### config.mk
export PLATFORM = sky130hd
export DESIGN_NAME = alu_arbiter_flat
export DESIGN_NICKNAME = d
export VERILOG_FILES = /design/src/rtl/alu_arbiter_if.sv /design/src/rtl/alu_arbiter.sv /design/src/flat_wrapper.sv
export SDC_FILE = /design/constraint.sdc
export NUM_CORES = 1
export LEC_CHECK = 0
export CAP_MARGIN = 30
export CORE_AREA = 4 4 132 134
export DETAILED_ROUTE_END_ITERATION = 12
export DIE_AREA = 0 0 136 138
export GPL_TIMING_DRIVEN = 1
export PLACE_DENSITY = 0.81
export SKIP_CTS_REPAIR_TIMING = 1
export SYNTH_ARGS = -nofsm -noshare
export SYNTH_HDL_FRONTEND = slang
export SYNTH_SLANG_ARGS = --single-unit
### constraint.sdc
create_clock -name clk -period 3.5 [get_ports clk]
set_input_delay 0.35 -clock clk [delete_from_list [all_inputs] [get_ports clk]]
set_output_delay 0.35 -clock clk [all_outputs]
set_load 0.1 [all_outputs]
### src/rtl/alu_arbiter_if.sv
// Requester-side bundle for the ALU arbiter: two request/response port pairs.
// The arbiter takes the slave view; each requester takes the master view.
interface alu_arbiter_if #(
  parameter int XLEN = 32,
  parameter int OPW  = 4
);
  logic            req0_valid;
  logic            req0_ready;
  logic [OPW-1:0]  req0_op;
  logic [XLEN-1:0] req0_a;
  logic [XLEN-1:0] req0_b;
  logic            rsp0_valid;
  logic            rsp0_ready;
  logic [XLEN-1:0] rsp0_result;
  logic            rsp0_zero;

  logic            req1_valid;
  logic            req1_ready;
  logic [OPW-1:0]  req1_op;
  logic [XLEN-1:0] req1_a;
  logic [XLEN-1:0] req1_b;
  logic            rsp1_valid;
  logic            rsp1_ready;
  logic [XLEN-1:0] rsp1_result;
  logic            rsp1_zero;

  modport master (
    output req0_valid, req0_op, req0_a, req0_b, rsp0_ready,
    output req1_valid, req1_op, req1_a, req1_b, rsp1_ready,
    input  req0_ready, rsp0_valid, rsp0_result, rsp0_zero,
    input  req1_ready, rsp1_valid, rsp1_result, rsp1_zero
  );

  modport slave (
    input  req0_valid, req0_op, req0_a, req0_b, rsp0_ready,
    input  req1_valid, req1_op, req1_a, req1_b, rsp1_ready,
    output req0_ready, rsp0_valid, rsp0_result, rsp0_zero,
    output req1_ready, rsp1_valid, rsp1_result, rsp1_zero
  );
endinterface

### src/rtl/alu_arbiter.sv
// Round-robin arbiter sharing one combinational ALU between two requesters,
// with a one-entry registered response buffer and a saturating grant counter per port.
module alu_arbiter #(
  parameter int XLEN = 32,
  parameter int OPW  = 4,
  parameter int CNTW = 16
) (
  input  logic             clk,
  input  logic             rst_n,
  alu_arbiter_if.slave     bus,
  output logic [OPW-1:0]   alu_op,
  output logic [XLEN-1:0]  alu_a,
  output logic [XLEN-1:0]  alu_b,
  input  logic [XLEN-1:0]  alu_result,
  input  logic             alu_zero,
  output logic [CNTW-1:0]  gnt_cnt0,
  output logic [CNTW-1:0]  gnt_cnt1
);

  logic            elig0_s;
  logic            elig1_s;
  logic            grant0_s;
  logic            grant1_s;
  logic            last_grant_r;
  logic            rsp0_valid_r;
  logic            rsp1_valid_r;
  logic [XLEN-1:0] rsp0_result_r;
  logic [XLEN-1:0] rsp1_result_r;
  logic            rsp0_zero_r;
  logic            rsp1_zero_r;
  logic [CNTW-1:0] gnt_cnt0_r;
  logic [CNTW-1:0] gnt_cnt1_r;

  function automatic logic [CNTW-1:0] sat_inc(input logic [CNTW-1:0] v);
    if (v == {CNTW{1'b1}}) begin
      return v;
    end else begin
      return v + {{(CNTW-1){1'b0}}, 1'b1};
    end
  endfunction

  // Eligibility and round-robin grant; a buffer drained this cycle may be refilled
  always_comb begin
    elig0_s  = bus.req0_valid & (~rsp0_valid_r | bus.rsp0_ready);
    elig1_s  = bus.req1_valid & (~rsp1_valid_r | bus.rsp1_ready);
    grant0_s = elig0_s & (~elig1_s | last_grant_r);
    grant1_s = elig1_s & (~elig0_s | ~last_grant_r);
  end

  // ALU operand mux, forced to zero when nobody is granted
  always_comb begin
    alu_op = {OPW{1'b0}};
    alu_a  = {XLEN{1'b0}};
    alu_b  = {XLEN{1'b0}};
    case ({grant1_s, grant0_s})
      2'b01: begin
        alu_op = bus.req0_op;
        alu_a  = bus.req0_a;
        alu_b  = bus.req0_b;
      end
      2'b10: begin
        alu_op = bus.req1_op;
        alu_a  = bus.req1_a;
        alu_b  = bus.req1_b;
      end
      default: begin
        alu_op = {OPW{1'b0}};
        alu_a  = {XLEN{1'b0}};
        alu_b  = {XLEN{1'b0}};
      end
    endcase
  end

  // Response buffers, round-robin pointer and grant counters
  always_ff @(posedge clk) begin
    if (!rst_n) begin
      rsp0_valid_r  <= 1'b0;
      rsp1_valid_r  <= 1'b0;
      rsp0_result_r <= {XLEN{1'b0}};
      rsp1_result_r <= {XLEN{1'b0}};
      rsp0_zero_r   <= 1'b0;
      rsp1_zero_r   <= 1'b0;
      last_grant_r  <= 1'b1;
      gnt_cnt0_r    <= {CNTW{1'b0}};
      gnt_cnt1_r    <= {CNTW{1'b0}};
    end else begin
      if (grant0_s) begin
        rsp0_valid_r  <= 1'b1;
        rsp0_result_r <= alu_result;
        rsp0_zero_r   <= alu_zero;
        gnt_cnt0_r    <= sat_inc(gnt_cnt0_r);
      end else if (bus.rsp0_ready) begin
        rsp0_valid_r  <= 1'b0;
      end

      if (grant1_s) begin
        rsp1_valid_r  <= 1'b1;
        rsp1_result_r <= alu_result;
        rsp1_zero_r   <= alu_zero;
        gnt_cnt1_r    <= sat_inc(gnt_cnt1_r);
      end else if (bus.rsp1_ready) begin
        rsp1_valid_r  <= 1'b0;
      end

      // Idle cycles leave the pointer where it is
      if (grant0_s) begin
        last_grant_r <= 1'b0;
      end else if (grant1_s) begin
        last_grant_r <= 1'b1;
      end
    end
  end

  assign bus.req0_ready  = grant0_s;
  assign bus.req1_ready  = grant1_s;
  assign bus.rsp0_valid  = rsp0_valid_r;
  assign bus.rsp1_valid  = rsp1_valid_r;
  assign bus.rsp0_result = rsp0_result_r;
  assign bus.rsp1_result = rsp1_result_r;
  assign bus.rsp0_zero   = rsp0_zero_r;
  assign bus.rsp1_zero   = rsp1_zero_r;
  assign gnt_cnt0        = gnt_cnt0_r;
  assign gnt_cnt1        = gnt_cnt1_r;

endmodule

### src/flat_wrapper.sv
// flat-port wrapper written by rule: the top's interface ports become plain ports
module alu_arbiter_flat 
#(
  parameter int XLEN = 32,
  parameter int OPW  = 4,
  parameter int CNTW = 16
)
  (clk, rst_n, alu_op, alu_a, alu_b, alu_result, alu_zero, gnt_cnt0, gnt_cnt1, bus_req0_valid, bus_req0_op, bus_req0_a, bus_req0_b, bus_rsp0_ready, bus_req1_valid, bus_req1_op, bus_req1_a, bus_req1_b, bus_rsp1_ready, bus_req0_ready, bus_rsp0_valid, bus_rsp0_result, bus_rsp0_zero, bus_req1_ready, bus_rsp1_valid, bus_rsp1_result, bus_rsp1_zero);
  alu_arbiter_if #(.XLEN(XLEN), .OPW(OPW)) bus_i ();
  input  logic clk;
  input  logic rst_n;
  output logic [OPW-1:0] alu_op;
  output logic [XLEN-1:0] alu_a;
  output logic [XLEN-1:0] alu_b;
  input  logic [XLEN-1:0] alu_result;
  input  logic alu_zero;
  output logic [CNTW-1:0] gnt_cnt0;
  output logic [CNTW-1:0] gnt_cnt1;
  input wire logic [$bits(bus_i.req0_valid)-1:0] bus_req0_valid;
  input wire logic [$bits(bus_i.req0_op)-1:0] bus_req0_op;
  input wire logic [$bits(bus_i.req0_a)-1:0] bus_req0_a;
  input wire logic [$bits(bus_i.req0_b)-1:0] bus_req0_b;
  input wire logic [$bits(bus_i.rsp0_ready)-1:0] bus_rsp0_ready;
  input wire logic [$bits(bus_i.req1_valid)-1:0] bus_req1_valid;
  input wire logic [$bits(bus_i.req1_op)-1:0] bus_req1_op;
  input wire logic [$bits(bus_i.req1_a)-1:0] bus_req1_a;
  input wire logic [$bits(bus_i.req1_b)-1:0] bus_req1_b;
  input wire logic [$bits(bus_i.rsp1_ready)-1:0] bus_rsp1_ready;
  output wire logic [$bits(bus_i.req0_ready)-1:0] bus_req0_ready;
  output wire logic [$bits(bus_i.rsp0_valid)-1:0] bus_rsp0_valid;
  output wire logic [$bits(bus_i.rsp0_result)-1:0] bus_rsp0_result;
  output wire logic [$bits(bus_i.rsp0_zero)-1:0] bus_rsp0_zero;
  output wire logic [$bits(bus_i.req1_ready)-1:0] bus_req1_ready;
  output wire logic [$bits(bus_i.rsp1_valid)-1:0] bus_rsp1_valid;
  output wire logic [$bits(bus_i.rsp1_result)-1:0] bus_rsp1_result;
  output wire logic [$bits(bus_i.rsp1_zero)-1:0] bus_rsp1_zero;
  assign bus_i.req0_valid = bus_req0_valid;
  assign bus_i.req0_op = bus_req0_op;
  assign bus_i.req0_a = bus_req0_a;
  assign bus_i.req0_b = bus_req0_b;
  assign bus_i.rsp0_ready = bus_rsp0_ready;
  assign bus_i.req1_valid = bus_req1_valid;
  assign bus_i.req1_op = bus_req1_op;
  assign bus_i.req1_a = bus_req1_a;
  assign bus_i.req1_b = bus_req1_b;
  assign bus_i.rsp1_ready = bus_rsp1_ready;
  assign bus_req0_ready = bus_i.req0_ready;
  assign bus_rsp0_valid = bus_i.rsp0_valid;
  assign bus_rsp0_result = bus_i.rsp0_result;
  assign bus_rsp0_zero = bus_i.rsp0_zero;
  assign bus_req1_ready = bus_i.req1_ready;
  assign bus_rsp1_valid = bus_i.rsp1_valid;
  assign bus_rsp1_result = bus_i.rsp1_result;
  assign bus_rsp1_zero = bus_i.rsp1_zero;
  alu_arbiter #(.XLEN(XLEN), .OPW(OPW), .CNTW(CNTW)) u_core (.clk(clk), .rst_n(rst_n), .bus(bus_i), .alu_op(alu_op), .alu_a(alu_a), .alu_b(alu_b), .alu_result(alu_result), .alu_zero(alu_zero), .gnt_cnt0(gnt_cnt0), .gnt_cnt1(gnt_cnt1));
endmodule
# Word level (Yosys, flattened, before mapping)
# Cells that the tools add are included.
[classes]
n_eq_ne = 4
add_sub_neg = 2
n_reduce_logical = 5
n_mux = 9
bitwise_logic = 15
[ops]
columns = ["op", "n"]
rows = [
  ["$pmux 32 s2", 2],
  ["$add 16x1->16 const B", 2],
  ["$eq 16x16->1 const B", 2],
  ["$pmux 4 s2", 1],
  ["$not 1->1", 7],
  ["$mux 1", 6],
  ["$reduce_bool 2->1", 3],
  ["$and 1x1->1", 4],
  ["$or 1x1->1", 4],
  ["$reduce_and 2->1", 2],
  ["$eq 2x1->1 const B", 1],
  ["$eq 2x2->1 const B", 1],
]
[word_totals]
wordCells = 44
inputBits = 175
output_inout_bits = 170
register_bits = 101

# Depth between registers and ports, before layout
[depth]
ltp_word = 8
mapped_depth = 11
mapped_depth_nobuf = 6

# Worst setup path before layout
# No wires, ideal clock.
[synth_path]
path_kind = "flip-flop to output port"
from = "register u_core.rsp0_valid_r (netlist: u_core.bus.rsp0_valid)"
to = "output alu_a[12]"
stages_incl_launch_ff = 11
arrival_time_ns = 5.053
t_required_ns = 3.150
setup_slack_ns = -1.903
n_path_buf = 4
path_cell_list = "dfxtp_1 > nor2b_1 > o211ai_2 > clkinv_1 > clkbuf_1 > ha_1 > clkbuf_1 > clkbuf_1 > buf_1 > a22oi_1 > nor2b_1"
[synth_between]
elab_chain_cells = 8
word_cells_on_any_way = 10
classes_between = "eq/ne: 2; mux: 1; bitwise: 7"
[synth_lines]
columns = ["element", "line_no", "text"]
rows = [
  ["start: declaration", "alu_arbiter.sv:25", "logic rsp0_valid_r;"],
  ["start signal: assignment", "alu_arbiter.sv:77", "rsp0_valid_r <= 1'b0;"],
  ["start signal: assignment", "alu_arbiter.sv:88", "rsp0_valid_r <= 1'b1;"],
  ["start signal: assignment", "alu_arbiter.sv:93", "rsp0_valid_r <= 1'b0;"],
  ["$not 1->1 *", "alu_arbiter.sv:44", "elig0_s = bus.req0_valid & (~rsp0_valid_r | bus.rsp0_ready);"],
  ["$or 1x1->1 *", "alu_arbiter.sv:44", ""],
  ["$and 1x1->1 *", "alu_arbiter.sv:44", ""],
  ["$not 1->1 *", "alu_arbiter.sv:47", "grant1_s = elig1_s & (~elig0_s | ~last_grant_r);"],
  ["$or 1x1->1 *", "alu_arbiter.sv:47", ""],
  ["$and 1x1->1 *", "alu_arbiter.sv:47", ""],
  ["via bus_req1_ready", "flat_wrapper.sv:33", "output wire logic [$bits(bus_i.req1_ready)-1:0] bus_req1_ready;"],
  ["$eq 2x2->1 or $eq 2x1->1 (tied branches)", "alu_arbiter.sv:55", "case ({grant1_s, grant0_s})"],
  ["$pmux 32 s2 *", "alu_arbiter.sv:55", ""],
  ["end: declaration", "flat_wrapper.sv:13", "output logic [XLEN-1:0] alu_a;"],
]
# The timed path passes the listed nets; every way through them passes the cells marked *.

# Worst setup path after layout
[layout_path]
from = "input bus_req1_valid"
to = "output alu_b[6]"
[layout_between]
elab_chain_cells = 6
word_cells_on_any_way = 8
classes_between = "eq/ne: 2; mux: 1; bitwise: 5"
[layout_lines]
columns = ["element", "line_no", "text"]
rows = [
  ["start: declaration", "flat_wrapper.sv:24", "input wire logic [$bits(bus_i.req1_valid)-1:0] bus_req1_valid;"],
  ["$and 1x1->1 *", "alu_arbiter.sv:45", "elig1_s = bus.req1_valid & (~rsp1_valid_r | bus.rsp1_ready);"],
  ["$not 1->1", "alu_arbiter.sv:46", "grant0_s = elig0_s & (~elig1_s | last_grant_r);"],
  ["$or 1x1->1", "alu_arbiter.sv:46", ""],
  ["$and 1x1->1", "alu_arbiter.sv:46", ""],
  ["$eq 2x2->1 or $eq 2x1->1 (tied branches)", "alu_arbiter.sv:55", ""],
  ["$pmux 32 s2 *", "alu_arbiter.sv:55", ""],
  ["end: declaration", "flat_wrapper.sv:14", "output logic [XLEN-1:0] alu_b;"],
]
# Mark *: on every way between the ends. The rest lies on a longest branch, timed or not.

==> run summary <==
Max FO, Critical Path: 68
CP peak stage delay: 580 ps
syn avg cell area: 7.82 um2
cells after synthesis: 670
Max Cap Viol: 0
placed inst area: 0.0101 mm2
CP Launch Type: input port
status: finished, final reports clean
asr flop ratio synth: 0%
post-synth cell types: 46
via count: 6,234
RSZ-0062 raised after global routing: false
gr usage total: 23.1%
Die ar.: 0.0188 mm2
per-cell routed wire length: 18.7 um
post-layout min period: 3160 ps
CTS buffer count: 9
Tcrit/Tclk final: 90.3%
Max Buffers Root-to-Sink: 2
Starting Density: 32.2%
placed wire-length estimate: 17,300 um
Finished Cell Area: 0.0104 mm2
Post-Place Worst Slack: 335 ps
core area: 0.0163 mm2
Top FF cell, synth: dfxtp_1
port buffer count: 344
Worst R2R Setup Slack: 1440 ps
fmax: 317 MHz
final core occ: 63.7%
Routed WL: 22,700 um
DRC: 0
relative slew slack: 31.2%
top cell type's share of synthesized area: 38.6%
final setup margin: 341 ps
Rows: 47
Final Net Count: 1,165
Syn. warnings: 0
CTS root buf: clkbuf_16
H-tree depth: 3
DR vias/cell: 5.14
grt ovf: 0
violation count after the first detailed-route iteration: 348
# IOs: 345
dominant cell type by area after synthesis: dfxtp_1
Clock Latency Late Sink: 350 ps
CTS Sinks: 101
Seq cells post-synth: 101
CTS tree: done
maximum VDD drop: 0.000206 V
Synth area leaders: dfxtp_1, nand2_1, a22oi_1, nor2b_1, a21oi_1
Critical Path AT: 2810 ps
Die W: 136 um
global-route wire length before repair: 34,300 um
sequential fraction of the synthesis area: 38.6%
crit path cell chain: clkdlybuf4s50_1, nand2b_1, o211ai_1, inv_2, ha_2, buf_4, a22oi_1, nor2b_4, buf_12
crit path kind: input port to output port
DR pass1 iterations: 4
Post-DRT Antenna Nets: 0
clock skew: 9.23 ps
largest net degree at the start of global routing: 69
min-delay worst type: flop to flop
max-slew violations: 0
Leakage Power: 3.73 nW
Post-Syn Nets: 850
GPL Wtd Cong: 0.881
post-synthesis instance area: 0.00524 mm2
Clock Pin Slew Worst Setup and Hold Paths: 60 ps
Post-synth EDFFs: 0
most frequent cell after synthesis: nand2_1
Crit. End Element: output port
CP required: 3150 ps
initial antenna violation count: 2
number of global-route vias before repair: 6,179
Die H: 138 um
setup violators final: 0
Post-synth top cells: nand2_1, dfxtp_1, a21oi_1, nor2b_1, a22oi_1
final hold vios: 0
Design Power: 4.29 mW
layout overhead on the synthesized area: 97.9%
total negative slack: 0 ps
layout cells sized above 1: 19.1%
pwr/cell area: 414 mW/mm2
worst slew pin tran: 1030 ps
Slowest cell on crit path: clkdlybuf4s50_1
==> routing by layer <==
metal	vias to the layer above	part of all wire, %	GRT usage [%]
li1	3000	-	-
met1	2934	36	25.9
met2	267	51	39.5
met3	33	11	9.30
met4	0	2.5	7.80
met5	-	0	0
==> sequential cells by signal (all words and copies together) (netlist names) <==
| name | cells |
|---|---|
| u_core.gnt_cnt0 | 16 |
| u_core.bus.rsp1_zero | 1 |
| u_core.bus.rsp0_zero | 1 |
| u_core.bus.rsp1_valid | 1 |
| u_core.bus.rsp1_result | 32 |
| u_core.last_grant_r | 1 |
| u_core.bus.rsp0_result | 32 |
| u_core.gnt_cnt1 | 16 |
| u_core.bus.rsp0_valid | 1 |
==> placed cells by master, fill, tap and decap left out, drive strengths merged, types with 9 or more instances in the layout <==
cell type        n
nor2b           70
nand2          159
nand4            9
buf             85
clkdlybuf4s50  274
mux2i           15
clkbuf          11
a22oi           68
o31ai            9
nand3            9
a21oi           84
dfxtp          101
nand2b          17
nor4            16
or4              9
==> cells by family after synthesis <==
logic type	Yosys count	share of synthesized area [%]
AO/OA/AOI/OAI	179	21.5
flip-flops	101	38.6
AND/OR/NAND/NOR	310	31.0
multiplexers	15	2.87
adder cells (fa/ha/maj)	5	1.19
buffers and inverters	60	4.87
==> power by group <==
part / internal (mW) / switching [mW] / total (mW)
Sequential: 1.20 / 0.0323 / 1.24
Combinational: 0.759 / 1.33 / 2.09
Clock: 0.512 / 0.458 / 0.970
==> critical path, delay by kind of cell <==
kind | cells | cell delay, ps
buf+inv | 4 | 1160
compound gates | 2 | 900
fa+ha+maj | 1 | 180
simple gates | 2 | 180
==> cell type report <==
class                           instances  area (um2)
Sequential cell                       101        2030
Clock buffer                           11         243
Multi-Input combinational cell        509        3430
Inverter                                5        18.8
Tap cell                              220         275
Timing Repair Buffer                  359        4320
Fill cell                            1322        5920
Clock inverter                          5        43.8
Antenna cell                            2        5.00
==> final timing paths <==
kind | from | depth (start not counted) | end
min reg2reg | u_core.bus.rsp0_result[25] | 2 | u_core.bus.rsp0_result[25]
min | u_core.bus.rsp0_result[25] | 2 | u_core.bus.rsp0_result[25]
max | bus_req1_valid | 9 | alu_b[6]
max reg2reg | u_core.gnt_cnt1[0] | 5 | u_core.gnt_cnt1[14]
==> stage by stage <==
stage,hold slack (ps),std cells
after global routing,468,1212
after floorplan,459,670
after global placement,441,1192
after CTS,455,1210
final,454,1212
after detailed placement,446,1194
Power figures use the tool's default switching activity.
